**config.mk**
```make
export PLATFORM = sky130hd
export DESIGN_NAME = nibble_serial_add_ctrl
export DESIGN_NICKNAME = d
export VERILOG_FILES = /design/src/rtl/nibble_serial_add_ctrl.sv
export SDC_FILE = /design/constraint.sdc
export NUM_CORES = 1
export LEC_CHECK = 0
export ABC_AREA = 0
export ABC_CLOCK_PERIOD_IN_PS = 3900
export BUFFER_PORTS_ARGS = -buffer_cell sky130_fd_sc_hd__buf_2
export CORE_UTILIZATION = 30
export DETAILED_ROUTE_END_ITERATION = 8
export MAX_ROUTING_LAYER = met4
export SLEW_MARGIN = 20
export SYNTH_ARGS = -nofsm -noshare
export SYNTH_HDL_FRONTEND = slang
export SYNTH_SLANG_ARGS = --single-unit
```
**constraint.sdc**
```tcl
create_clock -name clk -period 3.9 [get_ports clk]
set_input_delay 0.195 -clock clk [delete_from_list [all_inputs] [get_ports clk]]
set_output_delay 0.195 -clock clk [all_outputs]
set_load 0.03 [all_outputs]
```
**src/rtl/nibble_serial_add_ctrl.sv**
```systemverilog
// Sequencer that runs a WIDTH-bit add one nibble per clock on a shared external 4-bit adder slice.
// Define ALU_SUB_EN to add the sub port and A + ~B + 1 subtraction.
module nibble_serial_add_ctrl #(
   parameter int WIDTH = 32,
   parameter int NIB   = 4
) (
   input  logic             clk,
   input  logic             rst_n,
   input  logic             start,
   input  logic [WIDTH-1:0] a,
   input  logic [WIDTH-1:0] b,
   input  logic             cin,
`ifdef ALU_SUB_EN
   input  logic             sub,
`endif
   output logic             busy,
   output logic             done,
   output logic [WIDTH-1:0] sum,
   output logic             cout,
   output logic             ovf,
   output logic [NIB-1:0]   add_a,
   output logic [NIB-1:0]   add_b,
   output logic             add_cin,
   input  logic [NIB-1:0]   add_sum,
   input  logic             add_cout
);

   localparam int N    = WIDTH / NIB;
   localparam int IDXW = (N > 1) ? $clog2(N) : 1;
   localparam logic [IDXW-1:0] LAST_IDX = IDXW'(N - 1);
   localparam logic [IDXW-1:0] IDX_ONE  = IDXW'(1);

   localparam logic [1:0] ST_IDLE = 2'd0;
   localparam logic [1:0] ST_RUN  = 2'd1;
   localparam logic [1:0] ST_DONE = 2'd2;

   logic [1:0]       state_q, state_d;
   logic [WIDTH-1:0] a_q, a_d;
   logic [WIDTH-1:0] b_q, b_d;
   logic [WIDTH-1:0] acc_q, acc_d;
   logic [WIDTH-1:0] sum_q, sum_d;
   logic [IDXW-1:0]  idx_q, idx_d;
   logic             carry_q, carry_d;
   logic             cout_q, cout_d;
   logic             ovf_q, ovf_d;
   logic             busy_q, busy_d;
   logic             done_q, done_d;
   logic [NIB-1:0]   add_a_q, add_a_d;
   logic [NIB-1:0]   add_b_q, add_b_d;
   logic             add_cin_q, add_cin_d;
   logic             sub_s;

   // Signed overflow: operands agree in sign but the result does not.
   function automatic logic ovf_calc(input logic a_msb, input logic b_msb, input logic r_msb);
      ovf_calc = (a_msb == b_msb) && (r_msb != a_msb);
   endfunction

`ifdef ALU_SUB_EN
   assign sub_s = sub;
`else
   assign sub_s = 1'b0;
`endif

   // Next-state, operand capture and nibble accumulation.
   always_comb begin
      state_d = state_q;
      a_d     = a_q;
      b_d     = b_q;
      carry_d = carry_q;
      idx_d   = idx_q;
      acc_d   = acc_q;
      sum_d   = sum_q;
      cout_d  = cout_q;
      ovf_d   = ovf_q;
      case (state_q)
         ST_IDLE, ST_DONE: begin
            if (start) begin
               state_d = ST_RUN;
               a_d     = a;
               idx_d   = '0;
               acc_d   = '0;
               if (sub_s) begin
                  b_d     = ~b;
                  carry_d = 1'b1;
               end else begin
                  b_d     = b;
                  carry_d = cin;
               end
            end else begin
               state_d = ST_IDLE;
            end
         end
         ST_RUN: begin
            acc_d[NIB*idx_q +: NIB] = add_sum;
            carry_d = add_cout;
            // The final nibble publishes sum/cout/ovf together; idx parks at the last slot.
            if (idx_q == LAST_IDX) begin
               state_d = ST_DONE;
               idx_d   = idx_q;
               sum_d   = acc_d;
               cout_d  = add_cout;
               ovf_d   = ovf_calc(a_q[WIDTH-1], b_q[WIDTH-1], acc_d[WIDTH-1]);
            end else begin
               idx_d = idx_q + IDX_ONE;
            end
         end
         default: begin
            state_d = ST_IDLE;
         end
      endcase
   end

   // Registered status and slice drive, decoded from the state being entered.
   always_comb begin
      busy_d    = (state_d == ST_RUN);
      done_d    = (state_d == ST_DONE);
      if (state_d == ST_RUN) begin
         add_a_d   = a_d[NIB*idx_d +: NIB];
         add_b_d   = b_d[NIB*idx_d +: NIB];
         add_cin_d = carry_d;
      end else begin
         add_a_d   = '0;
         add_b_d   = '0;
         add_cin_d = 1'b0;
      end
   end

   // State and datapath registers.
   always_ff @(posedge clk or negedge rst_n) begin
      if (!rst_n) begin
         state_q   <= ST_IDLE;
         a_q       <= '0;
         b_q       <= '0;
         acc_q     <= '0;
         sum_q     <= '0;
         idx_q     <= '0;
         carry_q   <= 1'b0;
         cout_q    <= 1'b0;
         ovf_q     <= 1'b0;
         busy_q    <= 1'b0;
         done_q    <= 1'b0;
         add_a_q   <= '0;
         add_b_q   <= '0;
         add_cin_q <= 1'b0;
      end else begin
         state_q   <= state_d;
         a_q       <= a_d;
         b_q       <= b_d;
         acc_q     <= acc_d;
         sum_q     <= sum_d;
         idx_q     <= idx_d;
         carry_q   <= carry_d;
         cout_q    <= cout_d;
         ovf_q     <= ovf_d;
         busy_q    <= busy_d;
         done_q    <= done_d;
         add_a_q   <= add_a_d;
         add_b_q   <= add_b_d;
         add_cin_q <= add_cin_d;
      end
   end

   assign busy    = busy_q;
   assign done    = done_q;
   assign sum     = sum_q;
   assign cout    = cout_q;
   assign ovf     = ovf_q;
   assign add_a   = add_a_q;
   assign add_b   = add_b_q;
   assign add_cin = add_cin_q;

endmodule

```
After elaboration in Yosys (flattened, before gate mapping)
Index checks and enable logic that the tools add are counted.

Reduce and logical (&&, ||, !) cells: 6. Equal/unequal tests: 8. Divide/modulo/power cells: 0. Add/sub/neg operators: 2. Bitwise gates (word level): 0. Multiplexer cells: 18. $lt $le $gt $ge: 0. Shift operators: 4. Multipliers: 0.

Operators with widths (count): $mux 32 (5); $pmux 32 s2 (1); $shiftx 32x6->4 (2); $neg 5->34 (1); $shift 4x34->32 const A (1); $shiftx 4x34->32 (1); $bwmux 32 (1); $mux 4 (2); $mux 3 (2); $pmux 3 s2 (1); $eq 2x1->1 const B (2); $eq 2x2->1 const B (2); $pmux 2 s2 (1); $reduce_and 2->1 (2); $add 3x1->3 const B (1); $eq 3x3->1 const B (1); $mux 1 (3); $logic_not 2->1 (1); $mux 2 (1); $ne 2x2->1 const B (1); $pmux 1 s2 (1); $reduce_bool 2->1 (1); $reduce_or 2->1 (1); $eq 1x1->1 (1); 2 further kinds (2).

Memory bits (writable): 0. Input port bits: 73. Output and inout bits: 45. Memories: 0. ROM bits: 0. Register bits after elaboration: 147. Bits in latches: 0.

Logic depth before layout (Yosys ltp)
Depth in word-level cells: 5. Depth in mapped cells: 10.

Worst setup path before layout
OpenSTA, ideal clock, no wires.

Path type: reg2reg. Start point: register idx_q[0]. End point: register acc_q[16]. Library setup time: 0.121 ns. Data arrival time: 2.168 ns. Stages on the path, launching flop included: 8. Buffers on the path: 1. Setup slack: 1.611 ns. Cell sequence: dfrtp_1 -> inv_2 -> ha_1 -> ha_1 -> clkbuf_1 -> nor3b_2 -> o21ai_0 -> a22o_1.

Word-level cells in the longest chain between the ends: 4. Elaborated cells between the ends (all ways): 5. Classes of those cells: add/sub: 1; shift: 2; mux: 2.

Ends and longest elaborated chain: start, declared (RTL line 42) `logic [IDXW-1:0] idx_q, idx_d;`; start signal, assigned (RTL line 151) `idx_q <= idx_d;`; $neg 5->34 * (RTL line 94) `acc_d[NIB*idx_q +: NIB] = add_sum;`; $shiftx 4x34->32 / $shift 4x34->32 (equally long branches) (RTL line 94); $bwmux 32 * (RTL line 94); $pmux 32 s2 * (RTL line 75) `case (state_q)`; end signal, assigned (RTL line 134) `acc_q <= '0;`; end signal, assigned (RTL line 149) `acc_q <= acc_d;`; end, declared (RTL line 40) `logic [WIDTH-1:0] acc_q, acc_d;`.

Mark *: on every way between the ends. The rest lies on a longest branch, timed or not. A chain may end at the register's enable or synchronous reset.

Worst setup path after layout
Start point: register idx_q[0]. End point: register add_b_q[0] (netlist: add_b[0]).

Word-level cells in the longest chain between the ends: 5. Elaborated cells between the ends (all ways): 10. Classes of those cells: add/sub: 1; eq/ne: 2; shift: 1; mux: 6.

Ends and longest elaborated chain: $add 3x1->3 / $eq 3x3->1 (equally long branches) (RTL line 104, 97); $mux 3 / $mux 2 (equally long branches) (RTL line 97) `if (idx_q == LAST_IDX) begin`; $pmux 3 s2 / $pmux 2 s2 (equally long branches) (RTL line 75); $shiftx 32x6->4 / $eq 2x1->1 (equally long branches) (RTL line 119, 117); $mux 4 * (RTL line 117) `if (state_d == ST_RUN) begin`; via add_b_d[0] (RTL line 49) `logic [NIB-1:0] add_b_q, add_b_d;`; end signal, assigned (RTL line 143) `add_b_q <= '0;`; end signal, assigned (RTL line 158) `add_b_q <= add_b_d;`; end, declared (RTL line 49).

Mark *: on every way through the listed nets, which the timed path passes. The rest lies on a longest branch.

==> flow_summary.yaml <==
routing:
  wire_per_inst_um: 15.16
  vias: 5212
  remaining_drc_errors: 0
  drtIter0Drc: 297
  drt-pass1-iter-count: 4
  totalWireLength_um: 16910
  ant_nets: 0
  vias_per_cell: 4.674
logic_synthesis:
  ys_types: 49
  ys_top_cells_by_area: "dfrtp_1 55%, nand2_1 13%, mux2i_1 4.4%, mux2_2 3.1%, o21ai_0 2.8%"
  async_flop_share: 1.000
  synth-seq-cells: 146
  syn_area_per_cell_um2: 9.769
  synthCells: 680
  synth-edff-count: 0
  synth_top_area_share: 0.5500
  synth_nets: 759
  yosys_warnings: 0
  ys.flop_type: "dfrtp_1"
  synth-seq-area-share: 0.5500
  netlist_area_mm2: 0.006643
  synth_area_leader_cell: "dfrtp_1"
clock_tree:
  cts_inserted_buffers: 17
  cts.sink_count: 146
  root_buffer: "clkbuf_16"
  cts_tree: "done"
  clockBufferDepth: 2
  h-tree-depth: 4
  path_clk_slew_ns: 0.06
  clk-insertion-delay-late_ns: 0.43
  cts_setup_buffers: 0
critical_path:
  arrival_ns: 3.12
  crit_type: "flip-flop to flip-flop"
  cp_max_fo: 17
  end_kind: "flip-flop"
  crit_path_max_incr_delay_ns: 0.84
  crit_path_top_delay_cell: "o31ai_4"
  start_kind: "flip-flop"
  crit_required_ns: 4.20
  cp_top_family: "compound AO/OA/AOI/OAI gates"
  cp_cell_sequence: "ha_1 -> a21oi_2 -> o31ai_4 -> mux2_2 -> a22oi_1 -> o211ai_1"
  critPathBufInv: 0
floorplanning:
  io_pins: 118
  rows: 54
  die_area_mm2: 0.02274
  die_w_um: 150.8
  die_h_um: 150.8
  start_util: 0.3053
  core_mm2: 0.02176
hold_path:
  hp-class: "input port to flip-flop"
timing:
  min_period_over_period: 0.7229
  fin_skew_ns: 0.007686
  relSlewSlack: 0.3115
  tns_ns: 0
  max_freq_ghz: 0.3547
  worst_slew_pin_slew_ns: 1.033
  fin_crit_ns: 2.819
  rsz0062_at_grt: "no"
  finalHoldViolations: 0
  finalWorstSetupSlack_ns: 1.081
  setup_viol: 0
  hold_ws_ns: 0.01111
  slew_violations: 0
layout:
  fin_nets: 900
  layout-drive-gt1-share: 0.2248
  area_growth_pct: 27.39
  fillers: 2186
  finalNonFillerCells: 1115
run:
  cap_violations: 0
grt:
  antenna_found_initial: 3
  overflow: 0
  grt_max_degree: 94
  grt.total_usage: 0.1625
  grt_pass1_vias: 5205
  grt_pass1_wl_um: 27260
place:
  routabilityCongestion: 0.7849
  pre_cts_ws_ns: 1.100
  dp_cells: 1044
  dp_hpwl_um: 11740
  place.port_buffers: 117
power_and_ir_drop:
  power_density_mw_per_mm2: 888.5
  vdd_ir_drop_max_mv: 0.4210
  p_leak_nw: 4.151
run_status:
  outcome: "finished, final reports clean"
worst paths after layout:
check	from	to	slack, ns	depth (start not counted)
setup / recovery	idx_q[0]	add_b[0]	1.08	6
hold / removal	a[19]	a_q[19]	0.01	3
setup reg to reg	idx_q[0]	add_b[0]	1.08	6
hold reg to reg	b_q[24]	b_q[24]	0.47	2
max in group asynchronous	rst_n	sum[5]	2.52	3
min in group asynchronous	rst_n	b_q[12]	0.42	2
cells by family after synthesis:
logic type / Yosys count / synth area share
adders and majority gates: 6 / 0.01130
muxes: 47 / 0.07421
and+or+nand+nor: 318 / 0.1978
xor gates and xnor gates: 2 / 0.003768
buffers and inverters: 50 / 0.03861
DFF: 146 / 0.5500
AOI/OAI and AO/OA: 111 / 0.1243
final cells by class:
type | instances | area (µm²) | area share
Sequential cell | 146 | 3654 | 0.4318
Multi-Input combinational cell | 484 | 2735 | 0.3232
Timing Repair Buffer | 161 | 1030 | 0.1217
Clock buffer | 22 | 494.2 | 0.05841
Tap cell | 280 | 350.3 | 0.04140
Clock inverter | 8 | 150.1 | 0.01774
Inverter | 11 | 41.29 | 0.004879
Antenna cell | 3 | 7.507 | 0.0008872
worst min-delay path: cells and delay by family:
family / cells / cell delay [ns]
AND/OR/NAND/NOR: 2 / 0.11
buffers and inverters: 1 / 0.09
synthesized netlist by cell type, types with 4 or more instances:
| cell type | count |
|---|---|
| o21ai_0 | 37 |
| mux2_2 | 18 |
| a22oi_1 | 4 |
| a22o_1 | 17 |
| inv_1 | 9 |
| a21oi_1 | 6 |
| buf_6 | 5 |
| nor2_1 | 49 |
| o21a_1 | 4 |
| dfrtp_1 | 146 |
| o211ai_1 | 7 |
| buf_4 | 4 |
| a31oi_1 | 10 |
| nand2_1 | 228 |
| ha_1 | 6 |
| mux2i_1 | 29 |
| nand3_1 | 20 |
| clkbuf_1 | 16 |
| a221oi_1 | 8 |
| buf_2 | 13 |
cells in the final DEF, fill, tap and decap left out, types with 2 or more instances in the layout:
cell           synthesis  routed
nand2_1              228     228
dfrtp_1              146     146
buf_2                 13     116
nor2_1                49      49
dlygate4sd3_1          0      38
o21ai_0               37      37
mux2i_1               29      29
nand3_1               20      20
mux2_2                18      18
a22o_1                17      17
clkbuf_16              0      17
a31oi_1               10      10
inv_1                  9       9
a221oi_1               8       8
o211ai_1               7       7
a21oi_1                6       6
ha_1                   6       6
clkbuf_8               0       5
buf_4                  4       5
a22oi_1                4       4
o21a_1                 4       4
bufinv_16              0       4
diode_2                0       3
or3_1                  3       3
a311o_1                3       3
o311a_1                3       3
a32o_1                 3       3
and2_1                 3       3
nor3_1                 3       3
nand2b_2               1       2
inv_2                  2       2
a21oi_2                2       2
and3_1                 2       2
clkinv_4               0       2
sequential cells by signal (all words and copies together), names as in the netlist:
register,flops
a_q,32
acc_q,32
add_a,4
add_b,4
add_cin,1
b_q,32
busy,1
cout,1
done,1
idx_q,3
ovf,1
state_q,2
sum,32
metal layers:
metal / global-route usage / wire [µm] / part of all wire
met2: 0.2491 / 8022 / 0.47
met1: 0.2079 / 7811 / 0.46
met3: 0.03584 / 759 / 0.045
met4: 0.06650 / 310 / 0.018
met5: - / 0 / 0
per-stage QoR:
| stage | util | power [W] | area (µm²) |
|---|---|---|---|
| after floorplan | - | 0.004965 | 6643 |
| after global placement | 0.3415 | 0.005706 | 7430 |
| after detailed placement | 0.3415 | 0.005758 | 7430 |
| after CTS | 0.3886 | 0.007599 | 8454 |
| after global routing | 0.3889 | 0.008062 | 8462 |
| final | 0.3889 | 0.007519 | 8462 |
where the power goes:
part	internal, W	leakage (nW)	switching [W]	total, W
registers	0.00213	1.87	0.000295	0.00243
logic	0.00120	1.97	0.00211	0.00331
clock network	0.00115	0.314	0.000627	0.00178
total	0.00449	4.15	0.00303	0.00752
what timing repair did:
action / CTS / global route
endpoints found under the hold margin: 127 / 0
gates resized for setup: 0 / 0
hold buffers: 38 / 0
No activity file was read; power rests on OpenSTA's default activity.
